$ cat src/rtl/seven_seg_scan_ctrl_if.sv
// CPU register bus for the seven-segment scan controller.
// The CPU side drives strobes and write data; the controller returns registered read data.
interface seven_seg_scan_ctrl_if;
   logic        we;
   logic        re;
   logic [1:0]  addr;
   logic [31:0] wdata;
   logic [31:0] rdata;

   modport master (output we, re, addr, wdata, input rdata);
   modport slave  (input we, re, addr, wdata, output rdata);
endinterface

$ cat src/rtl/seven_seg_scan_ctrl.sv
// Seven-segment scan controller: shadow DATA/CTRL registers, digit scan, blink clock and
// half-word paging. CPU writes reach the display only at a scan-frame boundary.
module seven_seg_scan_ctrl #(
   parameter int SCAN_DIV     = 50000,
   parameter int FLASH_FRAMES = 64,
   parameter int PAGE_FRAMES  = 512
) (
   input  logic                clk,
   input  logic                rst_n,
   seven_seg_scan_ctrl_if.slave bus,
   output logic [31:0]         disp_num_o,
   output logic                graph_o,
   output logic                high_degree_o,
   output logic [1:0]          scanning_o,
   output logic [3:0]          pointing_o,
   output logic [3:0]          blinking_o,
   output logic                flash_clk_o
);

   localparam int SW = (SCAN_DIV     > 1) ? $clog2(SCAN_DIV)     : 1;
   localparam int FW = (FLASH_FRAMES > 1) ? $clog2(FLASH_FRAMES) : 1;
   localparam int PW = (PAGE_FRAMES  > 1) ? $clog2(PAGE_FRAMES)  : 1;
   localparam logic [SW-1:0] SCAN_LAST  = SW'(SCAN_DIV - 1);
   localparam logic [FW-1:0] FLASH_LAST = FW'(FLASH_FRAMES - 1);
   localparam logic [PW-1:0] PAGE_LAST  = PW'(PAGE_FRAMES - 1);

   logic [SW-1:0] scan_cnt_q,  scan_cnt_d;
   logic [1:0]    scan_idx_q,  scan_idx_d;
   logic [15:0]   frame_cnt_q, frame_cnt_d;
   logic [FW-1:0] flash_cnt_q, flash_cnt_d;
   logic          flash_q,     flash_d;
   logic [PW-1:0] page_cnt_q,  page_cnt_d;
   logic          hd_q,        hd_d;
   logic          man_hd_q,    man_hd_d;
   logic [31:0]   data_sh_q,   data_sh_d;
   logic [11:0]   ctrl_sh_q,   ctrl_sh_d;
   logic          pend_q,      pend_d;
   logic [31:0]   disp_q,      disp_d;
   logic          graph_q,     graph_d;
   logic [3:0]    point_q,     point_d;
   logic [3:0]    blink_q,     blink_d;
   logic [31:0]   rdata_q,     rdata_d;

   logic scan_tc, frame_end, commit, auto_page;

   always_comb begin
      scan_cnt_d  = scan_cnt_q;
      scan_idx_d  = scan_idx_q;
      frame_cnt_d = frame_cnt_q;
      flash_cnt_d = flash_cnt_q;
      flash_d     = flash_q;
      page_cnt_d  = page_cnt_q;
      hd_d        = hd_q;
      man_hd_d    = man_hd_q;
      data_sh_d   = data_sh_q;
      ctrl_sh_d   = ctrl_sh_q;
      pend_d      = pend_q;
      disp_d      = disp_q;
      graph_d     = graph_q;
      point_d     = point_q;
      blink_d     = blink_q;
      rdata_d     = rdata_q;

      scan_tc   = (scan_cnt_q == SCAN_LAST);
      frame_end = scan_tc && (scan_idx_q == 2'd3);
      commit    = frame_end && pend_q;
      auto_page = ctrl_sh_q[2];

      scan_cnt_d = scan_tc ? '0 : scan_cnt_q + 1'b1;
      if (scan_tc) scan_idx_d = scan_idx_q + 2'd1;

      if (frame_end) begin
         frame_cnt_d = frame_cnt_q + 16'd1;
         if (flash_cnt_q == FLASH_LAST) begin
            flash_cnt_d = '0;
            flash_d     = ~flash_q;
         end else begin
            flash_cnt_d = flash_cnt_q + 1'b1;
         end
      end

      // Manual mode tracks the committed page bit so it switches in step with the other outputs
      if (auto_page) begin
         if (frame_end) begin
            if (page_cnt_q == PAGE_LAST) begin
               page_cnt_d = '0;
               hd_d       = ~hd_q;
            end else begin
               page_cnt_d = page_cnt_q + 1'b1;
            end
         end
      end else begin
         page_cnt_d = '0;
         hd_d       = commit ? ctrl_sh_q[1] : man_hd_q;
      end

      // Commit reads the registered shadow, so a same-cycle write lands one frame later
      if (commit) begin
         disp_d   = data_sh_q;
         graph_d  = ctrl_sh_q[0];
         man_hd_d = ctrl_sh_q[1];
         point_d  = ctrl_sh_q[7:4];
         blink_d  = ctrl_sh_q[11:8];
         pend_d   = 1'b0;
      end

      if (bus.we) begin
         case (bus.addr)
            2'd0: begin
               data_sh_d = bus.wdata;
               pend_d    = 1'b1;
            end
            2'd1: begin
               ctrl_sh_d = bus.wdata[11:0];
               pend_d    = 1'b1;
            end
            default: ;
         endcase
      end

      if (bus.re) begin
         case (bus.addr)
            2'd0:    rdata_d = data_sh_q;
            2'd1:    rdata_d = {20'b0, ctrl_sh_q};
            2'd2:    rdata_d = {frame_cnt_q, 15'b0, pend_q};
            default: rdata_d = 32'b0;
         endcase
      end
   end

   always_ff @(posedge clk or negedge rst_n) begin
      if (!rst_n) begin
         scan_cnt_q  <= '0;
         scan_idx_q  <= '0;
         frame_cnt_q <= '0;
         flash_cnt_q <= '0;
         flash_q     <= 1'b0;
         page_cnt_q  <= '0;
         hd_q        <= 1'b0;
         man_hd_q    <= 1'b0;
         data_sh_q   <= '0;
         ctrl_sh_q   <= '0;
         pend_q      <= 1'b0;
         disp_q      <= '0;
         graph_q     <= 1'b0;
         point_q     <= '0;
         blink_q     <= '0;
         rdata_q     <= '0;
      end else begin
         scan_cnt_q  <= scan_cnt_d;
         scan_idx_q  <= scan_idx_d;
         frame_cnt_q <= frame_cnt_d;
         flash_cnt_q <= flash_cnt_d;
         flash_q     <= flash_d;
         page_cnt_q  <= page_cnt_d;
         hd_q        <= hd_d;
         man_hd_q    <= man_hd_d;
         data_sh_q   <= data_sh_d;
         ctrl_sh_q   <= ctrl_sh_d;
         pend_q      <= pend_d;
         disp_q      <= disp_d;
         graph_q     <= graph_d;
         point_q     <= point_d;
         blink_q     <= blink_d;
         rdata_q     <= rdata_d;
      end
   end

   assign bus.rdata     = rdata_q;
   assign disp_num_o    = disp_q;
   assign graph_o       = graph_q;
   assign high_degree_o = hd_q;
   assign scanning_o    = scan_idx_q;
   assign pointing_o    = point_q;
   assign blinking_o    = blink_q;
   assign flash_clk_o   = flash_q;

endmodule

$ cat src/flat_wrapper.sv
// flat-port wrapper written by rule: the top's interface ports become plain ports
module seven_seg_scan_ctrl_flat 
#(
   parameter int SCAN_DIV     = 50000,
   parameter int FLASH_FRAMES = 64,
   parameter int PAGE_FRAMES  = 512
)
  (clk, rst_n, disp_num_o, graph_o, high_degree_o, scanning_o, pointing_o, blinking_o, flash_clk_o, bus_we, bus_re, bus_addr, bus_wdata, bus_rdata);
  seven_seg_scan_ctrl_if bus_i ();
  input  logic clk;
  input  logic rst_n;
  output logic [31:0] disp_num_o;
  output logic graph_o;
  output logic high_degree_o;
  output logic [1:0] scanning_o;
  output logic [3:0] pointing_o;
  output logic [3:0] blinking_o;
  output logic flash_clk_o;
  input wire logic [$bits(bus_i.we)-1:0] bus_we;
  input wire logic [$bits(bus_i.re)-1:0] bus_re;
  input wire logic [$bits(bus_i.addr)-1:0] bus_addr;
  input wire logic [$bits(bus_i.wdata)-1:0] bus_wdata;
  output wire logic [$bits(bus_i.rdata)-1:0] bus_rdata;
  assign bus_i.we = bus_we;
  assign bus_i.re = bus_re;
  assign bus_i.addr = bus_addr;
  assign bus_i.wdata = bus_wdata;
  assign bus_rdata = bus_i.rdata;
  seven_seg_scan_ctrl #(.SCAN_DIV(SCAN_DIV), .FLASH_FRAMES(FLASH_FRAMES), .PAGE_FRAMES(PAGE_FRAMES)) u_core (.clk(clk), .rst_n(rst_n), .bus(bus_i), .disp_num_o(disp_num_o), .graph_o(graph_o), .high_degree_o(high_degree_o), .scanning_o(scanning_o), .pointing_o(pointing_o), .blinking_o(blinking_o), .flash_clk_o(flash_clk_o));
endmodule
$ cat config.mk
export PLATFORM = sky130hd
export DESIGN_NAME = seven_seg_scan_ctrl_flat
export DESIGN_NICKNAME = d
export VERILOG_FILES = /design/src/rtl/seven_seg_scan_ctrl_if.sv /design/src/rtl/seven_seg_scan_ctrl.sv /design/src/flat_wrapper.sv
export SDC_FILE = /design/constraint.sdc
export NUM_CORES = 1
export LEC_CHECK = 0
export BUFFER_PORTS_ARGS = -buffer_cell sky130_fd_sc_hd__buf_2
export CAP_MARGIN = 20
export CORE_MARGIN = 2
export CORE_UTILIZATION = 30
export CTS_CLUSTER_DIAMETER = 100
export DETAILED_ROUTE_END_ITERATION = 8
export PLACE_DENSITY = 0.59
export RECOVER_POWER = 50
export SYNTH_ARGS = -nofsm -noshare
export SYNTH_HDL_FRONTEND = slang
export SYNTH_SLANG_ARGS = --single-unit
export TNS_END_PERCENT = 50
$ cat constraint.sdc
create_clock -name clk -period 3 [get_ports clk]
set_input_delay 0.45 -clock clk [delete_from_list [all_inputs] [get_ports clk]]
set_output_delay 0.45 -clock clk [all_outputs]
set_load 0.01 [all_outputs]
==> flow_summary.toml, run 1 <==
[timing]
finClkSkew_ns = 0.0212
rsz0062_at_grt = "no"
layout_setup_ws_ns = 0.527
fin_crit_ns = 2.47
fmax_mhz = 404
slew_headroom_pct = -11.9
setup_viol = 0
holdWs_ns = 0.239
period_share_pct = 82.4
tightest_slew_ns = 1.68
timing.setup.tns_ns = 0
hold_viol_final = 0
finalMaxSlewViolations = 91

[grt]
first_global_vias = 4602
grt_max_degree = 68
grt_usage_pct = 12.7
antenna_found_initial = 1
grt_overflow = 0
grt_first_pass_wirelength_mm = 24.5

[placed_design]
dp_hpwl_mm = 10.2
port_buffers = 114
place_ws_ns = 0.529
dpl.cell_count = 986
gp_routability_congestion = 0.740
place_area_um2 = 8100

[cts]
cts_resized = 0
clock_latency_ns = 0.44
htree_levels = 4
clk_pin_slew_ns = 0.07
cts_root_buf = "clkbuf_16"
tritoncts = "done"
ctsHoldBuffers = 0
cts_buffer_depth = 2
post_cts_buffers = 0
cts.sinks = 170
cts_made_buffers = 17

[critical_path]
cpPeakStageDelay_ns = 0.75
path_max_fanout = 11
worstReg2RegEnd = "u_core.page_cnt_q[2]$_DFFE_PN0P_"
crit_buf_inv = 0
critPathTopFamily = "simple AND/OR/NAND/NOR gates"
r2r_cells = 5
criticalPathCategory = "reg2reg"
crit_slowest_cell = "or4_1"
worst_setup_path_end_kind = "register"
crit_path_cell_trace = "or4b_4 > or4_1 > nor2_2 > nand3b_1 > a21boi_0"
r2r_slack_ns = 0.53
worst_ep_required_time_ns = 3.34
critical_path_depth = 5
critPathLaunchType = "register"
rr_startpoint = "u_core.scan_cnt_q[4]$_DFF_PN0_"
arrival_ns = 2.82

[yosys]
syn-num-nets = 610
ys_seq_area_share_pct = 59.8
ys_types = 37
ys_warn_count = 0
synth-seq-cells = 170
syn_area_per_cell_um2 = 12.6
synthCells = 566
synthesis.area_um2 = 7120

[pwr]
cellLeakagePower_nw = 4.24
fin_total_pwr_mw = 5.14
peakVddDrop_v = 0.000293
p_per_area_nw_per_um2 = 594

[finish]
postLayoutCellArea_um2 = 8640
drive_above_1_share_pct = 34.9
syn2layout_area_growth_pct = 21.5
multiInputGateArea_um2 = 2630
fin_util_pct = 36.9
seqCellArea_um2 = 4250
stdcell_count = 1019
layout.cells.most_common = "dfrtp_1"
fillers = 2335
layout.nets = 730
mostFrequentLayoutCells = "dfrtp_1 (170), buf_2 (111), mux2_2 (86), inv_1 (37), nand2_1 (33)"

[floorplanning]
start_util_pct = 30.4
core_um2 = 23400
die_w_um = 158
fp.dieH_um = 158
io_pins = 115
rows = 56
die-area_um2 = 25000

[detailed_routing]
num_vias = 4658
dr.pass1.iters = 4
remaining_drc_errors = 0
antenna_left = 0
routed_wl_mm = 15.3
viasPerCell = 4.57
drtIter0Drc = 202
wire_per_inst_um = 15.0

[min_path]
holdPathStages = 2
hold_class = "in2reg"
whs_endpoint = "u_core.data_sh_q[22]$_DFFE_PN0P_"
hp-start = "bus_wdata[22]"

[run_status]
violations = "max-capacitance violations, max-slew violations"
status = "complete, but fails checks"

[run]
drv_cap = 2
[per-layer routing]
metal | global-route usage [%] | routed length [µm] | vias up
met3 | 3.45 | 702 | 13
met1 | 16.8 | 7130 | 2338
met4 | 4.68 | 179 | 0
met2 | 20.1 | 7280 | 88
li1 | - | - | 2219
met5 | 0 | 0 | -
[cells by family after synthesis]
family                     after synthesis  share of synthesized area, %
DFF                                    170                          59.8
AOI/OAI and AO/OA                       57                          4.89
buffers and inverters                   62                          3.36
muxes                                  114                          17.5
adders and majority gates                6                          1.06
xor gates and xnor gates                34                          4.18
and+or+nand+nor                        123                          9.18
[worst max-delay path by stage]
stage	slack, ns	end	start
2_1_floorplan	0.79	u_core.flash_cnt_q[3]$_DFFE_PN0P_	u_core.scan_cnt_q[4]$_DFF_PN0_
3_3_place_gp	0.60	u_core.page_cnt_q[2]$_DFFE_PN0P_	u_core.scan_cnt_q[4]$_DFF_PN0_
3_5_place_dp	0.53	u_core.page_cnt_q[3]$_DFFE_PN0P_	u_core.scan_cnt_q[4]$_DFF_PN0_
4_1_cts	0.50	u_core.disp_num_o[7]$_DFFE_PN0P_	u_core.scan_cnt_q[4]$_DFF_PN0_
5_1_grt	0.23	u_core.disp_num_o[28]$_DFFE_PN0P_	rst_n
6_report	0.53	u_core.page_cnt_q[2]$_DFFE_PN0P_	u_core.scan_cnt_q[4]$_DFF_PN0_
[registers in the layout (all words and copies together) (netlist names), 6 cells and up]
signal and flops:
u_core.bus.rdata 32, u_core.data_sh_q 32, u_core.disp_num_o 32, u_core.frame_cnt_q 16, u_core.scan_cnt_q 16, u_core.ctrl_sh_q 12
u_core.page_cnt_q 9, u_core.flash_cnt_q 6
[final cells by class]
class | instances | share of cell area [%]
Sequential cell | 170 | 49.2
Multi-Input combinational cell | 334 | 30.4
Timing Repair Buffer | 126 | 7.46
Clock buffer | 17 | 4.92
Tap cell | 319 | 4.62
Clock inverter | 15 | 1.77
Inverter | 37 | 1.61
Antenna cell | 1 | 0.0290
[cell usage after synthesis (all sizes together)]
cell / count / area share (%)
o31ai: 1 / 0.11
a21oi: 3 / 0.21
xor2: 11 / 1.4
or3: 2 / 0.18
nand3b: 5 / 0.53
mux2i: 28 / 3.9
o22ai: 27 / 2.4
dfrtp: 170 / 60
a22oi: 1 / 0.11
inv: 37 / 2.0
nand4b: 1 / 0.12
nor2: 23 / 1.2
or4b: 2 / 0.33
o21ai: 14 / 0.98
and3: 9 / 0.79
nand4: 11 / 0.97
nor2b: 3 / 0.26
mux2: 86 / 14
nand2: 34 / 1.8
a21boi: 8 / 0.84
buf: 7 / 0.46
clkbuf: 18 / 0.95
and4: 3 / 0.37
nor4: 4 / 0.65
or4: 1 / 0.11
xnor2: 23 / 2.8
nand2b: 1 / 0.088
a31oi: 3 / 0.26
nor3: 7 / 0.49
or3b: 1 / 0.12
nand3: 16 / 1.1
ha: 6 / 1.1
[power breakdown]
part           leakage [nW]  internal (mW)  switching (mW)
Sequential             2.24           2.45           0.119
Combinational          1.72          0.208           0.206
Clock                 0.281           1.11            1.04
Total                  4.24           3.77            1.37
(Power assumes the default switching activity.)
==> run 2: changes to the inputs <==
==> constraint.sdc (replaced) <==
create_clock -name clk -period 2.4 [get_ports clk]
set_input_delay 0.36 -clock clk [delete_from_list [all_inputs] [get_ports clk]]
set_output_delay 0.36 -clock clk [all_outputs]
set_load 0.01 [all_outputs]
==> flow_summary.toml, run 2 (synthesized netlist as in run 1, its figures left out) <==
[timing]
holdWs_ns = 0.168
slew_headroom_pct = -7.54
fmax_mhz = 447
finalMaxSlewViolations = 61
fin_crit_ns = 2.24
timing.setup.tns_ns = 0
tightest_slew_ns = 1.61
period_share_pct = 93.3
setup_viol = 0
hold_viol_final = 0
rsz0062_at_grt = "no"
finClkSkew_ns = 0.0121

[critical_path]
arrival_ns = 2.58
criticalPathCategory = "reg2reg"
path_max_fanout = 4
critPathTopFamily = "simple AND/OR/NAND/NOR gates"
worst_setup_path_end_kind = "register"
r2r_cells = 6
r2r_slack_ns = 0.16
worst_ep_required_time_ns = 2.74
cpPeakStageDelay_ns = 0.65
crit_buf_inv = 1
crit_path_cell_trace = "or4b_1 > nor4_2 > buf_4 > nand3_1 > nor3_1 > xor2_1"
crit_slowest_cell = "or4b_1"
critPathLaunchType = "register"
worstReg2RegEnd = "u_core.frame_cnt_q[10]$_DFFE_PN0P_"
rr_startpoint = "u_core.scan_cnt_q[11]$_DFF_PN0_"

[pwr]
p_seq_share_pct = 49.3
cellLeakagePower_nw = 4.31
fin_total_pwr_mw = 6.51
peakVddDrop_v = 0.000431
combPwrFrac_pct = 8.1
swShare_pct = 25.8
p_per_area_nw_per_um2 = 743
power_frac_clock_pct = 42.6
power.internal_mw = 4.83
switchingPower_mw = 1.68

[detailed_routing]
wire_per_inst_um = 15.0
remaining_drc_errors = 0
viasPerCell = 4.52
antenna_left = 0
routed_wl_mm = 15.4
num_vias = 4646
dr.pass1.iters = 4
drtIter0Drc = 294

[cts]
htree_levels = 4
cts_made_buffers = 17
cts_buffer_depth = 2
cts.sinks = 170
tritoncts = "done"
cts_root_buf = "clkbuf_16"
clock_latency_ns = 0.43
post_cts_buffers = 0
clk_pin_slew_ns = 0.07

[run_status]
status = "complete, but fails checks"
violations = "max-capacitance violations, max-slew violations"

[finish]
postLayoutCellArea_um2 = 8760
fillers = 2326
mostFrequentLayoutCells = "dfrtp_1 (170), buf_2 (111), mux2_2 (86), inv_1 (37), nand2_1 (33)"
seqCellArea_um2 = 4250
n_antenna_cell = 0
layout.cells.most_common = "dfrtp_1"
layout.nets = 739
fin_util_pct = 37.4
syn2layout_area_growth_pct = 23.1
drive_above_1_share_pct = 35.6
multiInputGateArea_um2 = 2630

[floorplanning]
fp.dieH_um = 158
die_w_um = 158
rows = 56
io_pins = 115
core_um2 = 23400
die-area_um2 = 25000
start_util_pct = 30.4

[min_path]
holdPathStages = 2
hp-start = "bus_wdata[30]"
hold_class = "in2reg"
whs_endpoint = "u_core.data_sh_q[30]$_DFFE_PN0P_"

[grt]
grt_overflow = 0
grt_usage_pct = 12.9
grt_max_degree = 62
antenna_found_initial = 0
grt_first_pass_wirelength_mm = 25.0
first_global_vias = 4645

[placed_design]
gp_routability_congestion = 0.770
place_area_um2 = 8190
port_buffers = 114
dp_hpwl_mm = 10.7

[run]
drv_cap = 1
run 2: area by class of cell:
cell class | count | share of cell area [%]
clock buffer | 17 | 4.86
clock inverter | 15 | 1.97
inverter | 37 | 1.59
multi-input combinational | 334 | 30.1
sequential | 170 | 48.6
tap | 319 | 4.56
timing repair buffer | 135 | 8.41
run 2: timing repair:
item                                    4_1_cts  5_1_grt
hold buffers                                  1        0
gates resized for setup                       0        2
endpoints found under the setup margin        0        6
hold endpoints to repair                     56        0
run 2: through the flow:
step / cells / setup WS [ns]
final: 1027 / 0.161
after detailed placement: 994 / 0.0313
after CTS: 1027 / 0.0129
after global placement: 994 / 0.0825
after global routing: 1027 / 0.0659
after floorplan: 566 / 0.186
run 2: routing by layer:
layer	share of wire [%]	up-vias	track usage (%)
li1	-	2238	-
met1	46	2315	17.1
met2	48	84	20.5
met3	5.3	9	4.22
met4	0.90	0	2.96
met5	0	-	0
run 2: how the worst max path moves through the flow:
stage / start / cells past startpoint / end
floorplan: u_core.scan_cnt_q[4]$_DFF_PN0_ / 6 / u_core.flash_cnt_q[3]$_DFFE_PN0P_
global placement: u_core.scan_cnt_q[11]$_DFF_PN0_ / 5 / u_core.page_cnt_q[3]$_DFFE_PN0P_
detailed placement: u_core.scan_cnt_q[11]$_DFF_PN0_ / 5 / u_core.page_cnt_q[4]$_DFFE_PN0P_
CTS: u_core.scan_cnt_q[11]$_DFF_PN0_ / 5 / u_core.page_cnt_q[2]$_DFFE_PN0P_
global route: u_core.page_cnt_q[0]$_DFFE_PN0P_ / 8 / u_core.page_cnt_q[6]$_DFFE_PN0P_
finish: u_core.scan_cnt_q[11]$_DFF_PN0_ / 6 / u_core.frame_cnt_q[10]$_DFFE_PN0P_
run 2: power groups by stage:
stage | registers, mW | clock network [mW] | logic, mW
2_1_floorplan | 3.25 | 0 | 0.294
3_5_place_dp | 3.27 | 0 | 0.544
4_1_cts | 3.22 | 2.87 | 0.549
3_3_place_gp | 3.27 | 0 | 0.533
5_1_grt | 3.24 | 2.99 | 0.589
6_report | 3.21 | 2.77 | 0.527
run 2: worst reg2reg max path: stages, from the launching register on:
cell,delay [ns]
dfrtp_1,0.40
or4b_1,0.65
nor4_2,0.40
buf_4,0.20
nand3_1,0.13
nor3_1,0.20
xor2_1,0.17
